===== config.mk =====
export PLATFORM = sky130hd
export DESIGN_NAME = pipelined_rca
export DESIGN_NICKNAME = d
export VERILOG_FILES = /design/src/rtl/adder_pkg.sv /design/src/rtl/rca_segment.sv /design/src/rtl/pipelined_rca.sv
export SDC_FILE = /design/constraint.sdc
export NUM_CORES = 1
export LEC_CHECK = 0
export ABC_AREA = 1
export ABC_CLOCK_PERIOD_IN_PS = 7800
export CORE_UTILIZATION = 35
export DETAILED_ROUTE_END_ITERATION = 12
export PLACE_DENSITY = 0.56
export SKIP_LAST_GASP = 1
export SYNTH_ARGS = -nofsm -noshare
export SYNTH_HDL_FRONTEND = slang
export SYNTH_SLANG_ARGS = --single-unit

===== constraint.sdc =====
create_clock -name clk -period 7.8 [get_ports clk]
set_clock_uncertainty 0.05 [all_clocks]
set_input_delay 0.78 -clock clk [delete_from_list [all_inputs] [get_ports clk]]
set_output_delay 0.78 -clock clk [all_outputs]
set_load 0.1 [all_outputs]

===== src/rtl/adder_pkg.sv =====
// Shared definitions for the pipelined ripple-carry adder family.
package adder_pkg;

  // Per-stage control bits. The data fields (sum_lo/a_hi via the shifting lane,
  // b_hi via the skew register) change width from stage to stage, so they are
  // declared inside each stage's generate block instead of in this struct.
  typedef struct packed {
    logic valid;
    logic carry;
    logic ovf;   // only meaningful in the stage that adds the MSB segment
  } stage_ctrl_t;

  // Pipeline depth: one stage per SEG-bit segment. Guarded against SEG == 0 so
  // the legality check below can report the problem instead of a divide error.
  function automatic int unsigned calc_nstage(input int unsigned width,
                                              input int unsigned seg);
    return (seg == 0) ? 1 : width / seg;
  endfunction

  // Segment size must be non-zero and divide the word evenly.
  function automatic bit seg_legal(input int unsigned width, input int unsigned seg);
    return (seg >= 1) && (width >= seg) && ((width % seg) == 0);
  endfunction

endpackage


===== src/rtl/rca_segment.sv =====
// Combinational SEG-bit ripple-carry adder slice; one instance per pipeline stage.
module rca_segment #(
  parameter int unsigned SEG = 4
) (
  input  logic [SEG-1:0] a,
  input  logic [SEG-1:0] b,
  input  logic           cin,
  output logic [SEG-1:0] sum,
  output logic           cout,
  output logic           carry_msb_in
);

  logic [SEG:0] c;

  // Bit-serial ripple: c[i] is the carry into bit i.
  always_comb begin
    c    = '0;
    sum  = '0;
    c[0] = cin;
    for (int i = 0; i < int'(SEG); i++) begin
      sum[i]   = a[i] ^ b[i] ^ c[i];
      c[i + 1] = (a[i] & b[i]) | (c[i] & (a[i] ^ b[i]));
    end
  end

  assign cout         = c[SEG];
  // Carry into the top bit of the slice; used for signed overflow in the last stage.
  assign carry_msb_in = c[SEG-1];

endmodule


===== src/rtl/pipelined_rca.sv =====
// Pipelined ripple-carry adder/subtractor with valid/ready on both sides.
// Each stage adds one SEG-bit segment; the carry is registered between stages.
module pipelined_rca
  import adder_pkg::*;
#(
  parameter int unsigned WIDTH = 16,
  parameter int unsigned SEG   = 4
) (
  input  logic             clk,
  input  logic             rst,
  input  logic             in_valid,
  output logic             in_ready,
  input  logic [WIDTH-1:0] a,
  input  logic [WIDTH-1:0] b,
  input  logic             cin,
  input  logic             sub,
  output logic             out_valid,
  input  logic             out_ready,
  output logic [WIDTH-1:0] sum,
  output logic             cout,
  output logic             ovf
);

  localparam int unsigned NSTAGE = calc_nstage(WIDTH, SEG);

  if (!seg_legal(WIDTH, SEG)) begin : g_param_check
    $error("pipelined_rca: SEG must be >= 1 and divide WIDTH");
  end

  // Whole pipe moves together; a full pipe with a blocked output freezes,
  // bubbles included.
  logic             advance;
  logic [WIDTH-1:0] b_eff;
  logic             c0;

  assign advance  = out_ready || !out_valid;
  assign in_ready = advance;

  // Subtract as A + ~B + 1; cin is ignored in subtract mode.
  assign b_eff = sub ? ~b : b;
  assign c0    = sub ? 1'b1 : cin;

  for (genvar k = 0; k < NSTAGE; k++) begin : g_stage
    localparam int unsigned InW = WIDTH - k * SEG;  // b bits not yet consumed

    logic [InW-1:0]   b_in;
    // Lane: unconsumed a bits in the low part, finished sum segments shifted in
    // from the top. After the last stage it holds exactly the sum.
    logic [WIDTH-1:0] lane_in;
    logic [WIDTH-1:0] lane_d;
    logic [WIDTH-1:0] lane_q;
    logic             c_in;
    logic             v_in;
    logic [SEG-1:0]   seg_sum;
    logic             seg_cout;
    logic             seg_msb;
    stage_ctrl_t      ctrl_d;
    stage_ctrl_t      ctrl_q;

    if (k == 0) begin : g_head
      assign b_in    = b_eff;
      assign lane_in = a;
      assign c_in    = c0;
      assign v_in    = in_valid;
    end else begin : g_body
      assign b_in    = g_stage[k-1].g_skew.b_rem_q;
      assign lane_in = g_stage[k-1].lane_q;
      assign c_in    = g_stage[k-1].ctrl_q.carry;
      assign v_in    = g_stage[k-1].ctrl_q.valid;
    end

    rca_segment #(
      .SEG(SEG)
    ) u_seg (
      .a           (lane_in[SEG-1:0]),
      .b           (b_in[SEG-1:0]),
      .cin         (c_in),
      .sum         (seg_sum),
      .cout        (seg_cout),
      .carry_msb_in(seg_msb)
    );

    if (WIDTH == SEG) begin : g_lane_single
      assign lane_d = seg_sum;
    end else begin : g_lane_shift
      assign lane_d = {seg_sum, lane_in[WIDTH-1:SEG]};
    end

    assign ctrl_d = '{valid: v_in, carry: seg_cout, ovf: seg_msb ^ seg_cout};

    // Stage register: valid, carry, overflow and the sum/a lane.
    always_ff @(posedge clk) begin
      if (rst) begin
        ctrl_q <= '0;
        lane_q <= '0;
      end else if (advance) begin
        ctrl_q <= ctrl_d;
        lane_q <= lane_d;
      end
    end

    if (k < NSTAGE - 1) begin : g_skew
      logic [InW-SEG-1:0] b_rem_q;

      // Skew register: the b bits later stages still have to add.
      always_ff @(posedge clk) begin
        if (rst) begin
          b_rem_q <= '0;
        end else if (advance) begin
          b_rem_q <= b_in[InW-1:SEG];
        end
      end
    end
  end

  assign out_valid = g_stage[NSTAGE-1].ctrl_q.valid;
  assign sum       = g_stage[NSTAGE-1].lane_q;
  assign cout      = g_stage[NSTAGE-1].ctrl_q.carry;
  assign ovf       = g_stage[NSTAGE-1].ctrl_q.ovf;

endmodule


=== Yosys cells after proc, flatten, opt, wreduce, memory -nomap -nowiden ===
Cells that the tools add are included.

* Reduce and logical (&&, ||, !) cells: 2
* Muxes and demuxes: 2
* Bitwise gates (word level): 82

{| class="wikitable"
|+ Operators by type and width
! cell !! count
|-
| 1-bit XOR || 33
|-
| 1-bit bitwise AND || 32
|-
| 16-bit two-way mux || 1
|-
| 16-bit NOT || 1
|-
| 1-bit OR || 16
|-
| 1-bit logical NOT || 1
|-
| 1-bit logical OR || 1
|-
| 1-bit two-way mux || 1
|}

* Word-level logic and storage cells: 102
* Bits in registers: 97
* Output and inout port bits: 20

=== Longest topological paths before layout ===
* Word-level depth: 11
* Mapped depth: 12
* Depth with buffers taken out: 12

=== Cells and area by module ===
From an unflattened synthesis, not the netlist that was laid out.

* Cells, all modules: 547
* Area, all modules: 4312.9 sq um

{| class="wikitable"
|+ Modules (own cells, without submodules)
! module !! times used !! area each (sq um) !! cells each
|-
| pipelined_rca || 1 || 3872.5 || 499
|-
| rca_segment || 4 || 110.1 || 12
|}

=== Least setup slack after synthesis ===
OpenSTA, ideal clock, no wires.

* Path kind: in2reg
* From: input sub
* To: register g_stage[0].lane_q[15]
* Stages: 12
* Setup slack: 4.791 ns
* Arrival: 2.839 ns
* Setup time: 0.120 ns
* Data required time: 7.630 ns
* Cells stage by stage: buf_2 buf_2 xnor2_1 fa_1 inv_1 fa_1 inv_1 fa_1 inv_1 fa_1 nor2_1 nor2_1

* Longest elaborated chain between the ends: 9
* Elaborated cells between the ends (all ways): 16

{| class="wikitable"
|+ Ends and longest elaborated chain
! element !! RTL line !! source
|-
| from (decl) || pipelined_rca.sv:16 || <nowiki>input logic sub,</nowiki>
|-
| 16-bit two-way mux || pipelined_rca.sv:40 || <nowiki>assign b_eff = sub ? ~b : b;</nowiki>
|-
| 1-bit XOR || rca_segment.sv:22 || <nowiki>c[i + 1] = (a[i] & b[i]) | (c[i] & (a[i] ^ b[i]));</nowiki>
|-
| 1-bit bitwise AND || rca_segment.sv:22 ||
|-
| 1-bit OR || rca_segment.sv:22 ||
|-
| 1-bit bitwise AND || rca_segment.sv:22 ||
|-
| 1-bit OR || rca_segment.sv:22 ||
|-
| 1-bit bitwise AND || rca_segment.sv:22 ||
|-
| 1-bit OR || rca_segment.sv:22 ||
|-
| 1-bit XOR * || rca_segment.sv:21 || <nowiki>sum[i] = a[i] ^ b[i] ^ c[i];</nowiki>
|-
| net g_stage[0].seg_sum[3] || pipelined_rca.sv:54 || <nowiki>logic [SEG-1:0] seg_sum;</nowiki>
|-
| to (signal assigned) || pipelined_rca.sv:98 || <nowiki>lane_q <= lane_d;</nowiki>
|-
| to (decl) || pipelined_rca.sv:51 || <nowiki>logic [WIDTH-1:0] lane_q;</nowiki>
|}

Mark *: on every way through the listed nets, which the timed path passes. The rest lies on a longest branch.
A chain may end at the register's enable or synchronous reset.

=== Worst setup path in the final report ===
* From: input out_ready
* To: output in_ready

* Longest elaborated chain between the ends: 1

{| class="wikitable"
|+ Ends and longest elaborated chain
! element !! RTL line !! source
|-
| from (decl) || pipelined_rca.sv:18 || <nowiki>input logic out_ready,</nowiki>
|-
| 1-bit logical OR || pipelined_rca.sv:36 || <nowiki>assign advance = out_ready || !out_valid;</nowiki>
|-
| to (decl) || pipelined_rca.sv:12 || <nowiki>output logic in_ready,</nowiki>
|}

No other way between the ends.

==> impl_metrics.json <==
{
  "nNetsFinal": 651,
  "post-dp-hpwl_um": 5090,
  "grt_overflow_total": 0,
  "critPathArrivalTime_ns": 3.41,
  "holdWs_ns": 0.417,
  "r2r-start": "g_stage[2].lane_q[0]",
  "worst_ep_required_time_ns": 6.97,
  "fp.dieH_um": 113,
  "worst_slew_pin_slew_ns": 1.05,
  "postSynthRegisterBits": 97,
  "setup.reg_to_reg.worst_slack_ns": 5.51,
  "yosys_most_used_dff": "dfxtp_1",
  "remaining_drc_errors": 0,
  "syn_area_um2": 4320,
  "numCtsBuffers": 9,
  "floorplan.initialDensity_pct": 36.0,
  "max-slew-margin-rel_pct": 30.0,
  "fraction_of_final_layout_cells_sized_beyond_drive_strength_1_pct": 3.99,
  "peakVddDrop_uv": 104,
  "drt_first_pass_iters": 4,
  "cts_max_path_buffers": 2,
  "grt_first_pass_wirelength_um": 14300,
  "most_area_hungry_cell_type_in_the_yosys_netlist": "dfxtp_1",
  "final.min_clock_period_ns": 4.24,
  "placed_cells": 733,
  "top_level_ports": 58,
  "synth_edf_count": 0,
  "hold_viol": 0,
  "biggest_area_contributors_in_the_synthesized_netlist": "dfxtp_1 45%, nor2_1 17%, o21bai_1 13%",
  "num_vias": 3301,
  "critical_path.endpoint": "in_ready",
  "grt_antenna_before_repair": 0,
  "drt-total-wl_um": 8130,
  "cap_viol_max_count": 0,
  "status": "complete, no violations",
  "synth_fp_nets": 614,
  "filler_cell_count": 1231,
  "post-cts-setup-buffers": 0,
  "power.leakage_nw": 2.23,
  "maxClockFrequency_mhz": 236,
  "die_w_um": 113,
  "synthArstFlopShare_pct": 0,
  "timing.final.setup_violations": 0,
  "cp-start-kind": "primary input",
  "detail-route-antenna-nets": 0,
  "rr_worst_depth": 10,
  "synth_largest_type_area_fraction_pct": 44.9,
  "coreArea_um2": 12000,
  "tritoncts": "built",
  "mapped_avg_cell_area_um2": 7.72,
  "clock_tree.root_cell": "clkbuf_16",
  "critical_path.endpoint_type": "primary output",
  "synth.distinct_cells": 17,
  "crit_fanout": 74,
  "grt_setup_unrepaired": "no",
  "post_cts.resized_instances": 0,
  "clkSinkCount": 97,
  "critical_r2r_capture": "sum[15]",
  "worstSetupStartpoint": "out_ready",
  "hold_buffer_count_at_cts": 0,
  "min-delay-path-class": "flop to flop",
  "clk_pin_slew_worst_paths_ns": 0.06,
  "first_global_vias": 3245,
  "setup_total_negative_slack_ns": 0,
  "number_of_warnings_issued_by_yosys": 0,
  "timing.final.crit_share_pct": 54.4,
  "insertion_delay_ns": 0.34,
  "seq_area_frac_synth_pct": 44.9,
  "detail_route.wl_per_cell_um": 10.8,
  "post-place-ws_ns": 3.52,
  "criticalPathCategory": "primary input to primary output",
  "globalplace.congestion": 0.713,
  "drt-initial-drc-count": 119,
  "area_enclosed_by_the_die_boundary_um2": 12800,
  "power.density_nw_per_um2": 226,
  "finalWorstSetupSlack_ns": 3.56,
  "via_per_inst": 4.41,
  "cells_after_synthesis": 560,
  "stdcell_count": 749,
  "cts_max_level": 3,
  "drv_slew": 0,
  "rows": 40,
  "syn2layout_area_growth_pct": 21.3,
  "gr-usage-all-layers_pct": 13.7,
  "pin_count_of_the_biggest_net_entering_global_routing": 108,
  "antennaDiodeCount": 0,
  "port-buffer-count": 57
}
-- synth_stat cells (4+ instances only) --
| library cell | number |
|---|---|
| buf_2 | 19 |
| o21bai_1 | 72 |
| nand2_1 | 75 |
| buf_4 | 4 |
| nand3b_1 | 11 |
| inv_1 | 52 |
| dfxtp_1 | 97 |
| nor2_1 | 193 |
| fa_1 | 16 |
| clkbuf_1 | 10 |
-- worst max-delay path, stage by stage --
cell and delay (ns):
clkdlybuf4s50_1 0.54, inv_2 0.14, nand2_2 0.07, buf_4 0.61, clkdlybuf4s50_1 1.27
-- worst min-delay path by stage --
| stage | slack (ns) | endpoint | startpoint | cells after the start |
|---|---|---|---|---|
| after floorplan | 0.39 | out_valid | g_stage[3].v_in | 2 |
| after global placement | 0.41 | out_valid | g_stage[3].v_in | 2 |
| after detailed placement | 0.40 | out_valid | g_stage[3].v_in | 2 |
| after CTS | 0.41 | out_valid | g_stage[3].v_in | 2 |
| after global routing | 0.45 | sum[0] | g_stage[2].lane_q[4] | 2 |
| final | 0.42 | out_valid | g_stage[3].v_in | 2 |
-- registers in the layout (all words and copies together) (netlist names) --
signal                  count
g_stage.v_in                3
g_stage.lane_q             48
out_valid                   1
g_stage.c_in                3
ovf                         1
sum                        16
g_stage.g_skew.b_rem_q     24
cout                        1
-- per-layer routing --
metal | global-route usage (%) | routed length (um) | up-vias
li1 | - | - | 1776
met1 | 16.9 | 4180 | 1464
met2 | 23.3 | 3520 | 50
met3 | 2.57 | 271 | 11
met4 | 6.05 | 151 | 0
met5 | 0 | 0 | -
-- power by group --
part           internal, mW  leakage, nW  total [mW]  switching [mW]
logic                0.0733         1.28       0.182           0.108
clock network         0.268        0.156       0.453           0.185
registers             0.532        0.798       0.552          0.0193
total                 0.873         2.23        1.19           0.313
-- cells in the final DEF, fill, tap and decap left out, types with 2 or more instances in the layout --
cell type / netlist / routed
nand2_1: 75 / 74
clkdlybuf4s50_1: 0 / 56
nand3b_1: 11 / 11
buf_4: 4 / 3
fa_1: 16 / 16
o21bai_1: 72 / 72
dfxtp_1: 97 / 97
inv_2: 2 / 2
nor2_1: 193 / 193
xnor2_1: 2 / 2
clkinv_4: 0 / 2
nand3_1: 2 / 2
xor2_1: 2 / 2
inv_1: 52 / 52
clkbuf_8: 0 / 2
clkbuf_16: 0 / 9
-- cell type report --
cell class                      count  area (um^2)  share of cell area (%)
Multi-Input combinational cell    375         2010                    38.4
Sequential cell                    97         1940                    37.0
Timing Repair Buffer               60          588                    11.2
Clock buffer                       11          253                    4.82
Inverter                           54          203                    3.87
Tap cell                          147          184                    3.51
Clock inverter                      5         61.3                    1.17
-- stage by stage --
stage,util (%),instance area (um^2),power [mW]
6_report,43.7,5240,1.19
3_5_place_dp,41.0,4930,0.746
2_1_floorplan,-,4320,0.695
5_1_grt,43.7,5240,1.25
4_1_cts,43.7,5240,1.20
3_3_place_gp,41.0,4930,0.743
-- cells by family (layout without fill, tap and decap cells) --
group / after synthesis / count (layout) / share of synthesized area, %
XOR/XNOR: 4 / 4 / 0.811
adder cells (fa/ha/maj): 16 / 16 / 7.41
flip-flops: 97 / 97 / 44.9
buffers and inverters: 88 / 130 / 8.54
AO/OA/AOI/OAI: 73 / 73 / 12.6
AND/OR/NAND/NOR: 282 / 282 / 25.7
(Power assumes the default switching activity.)
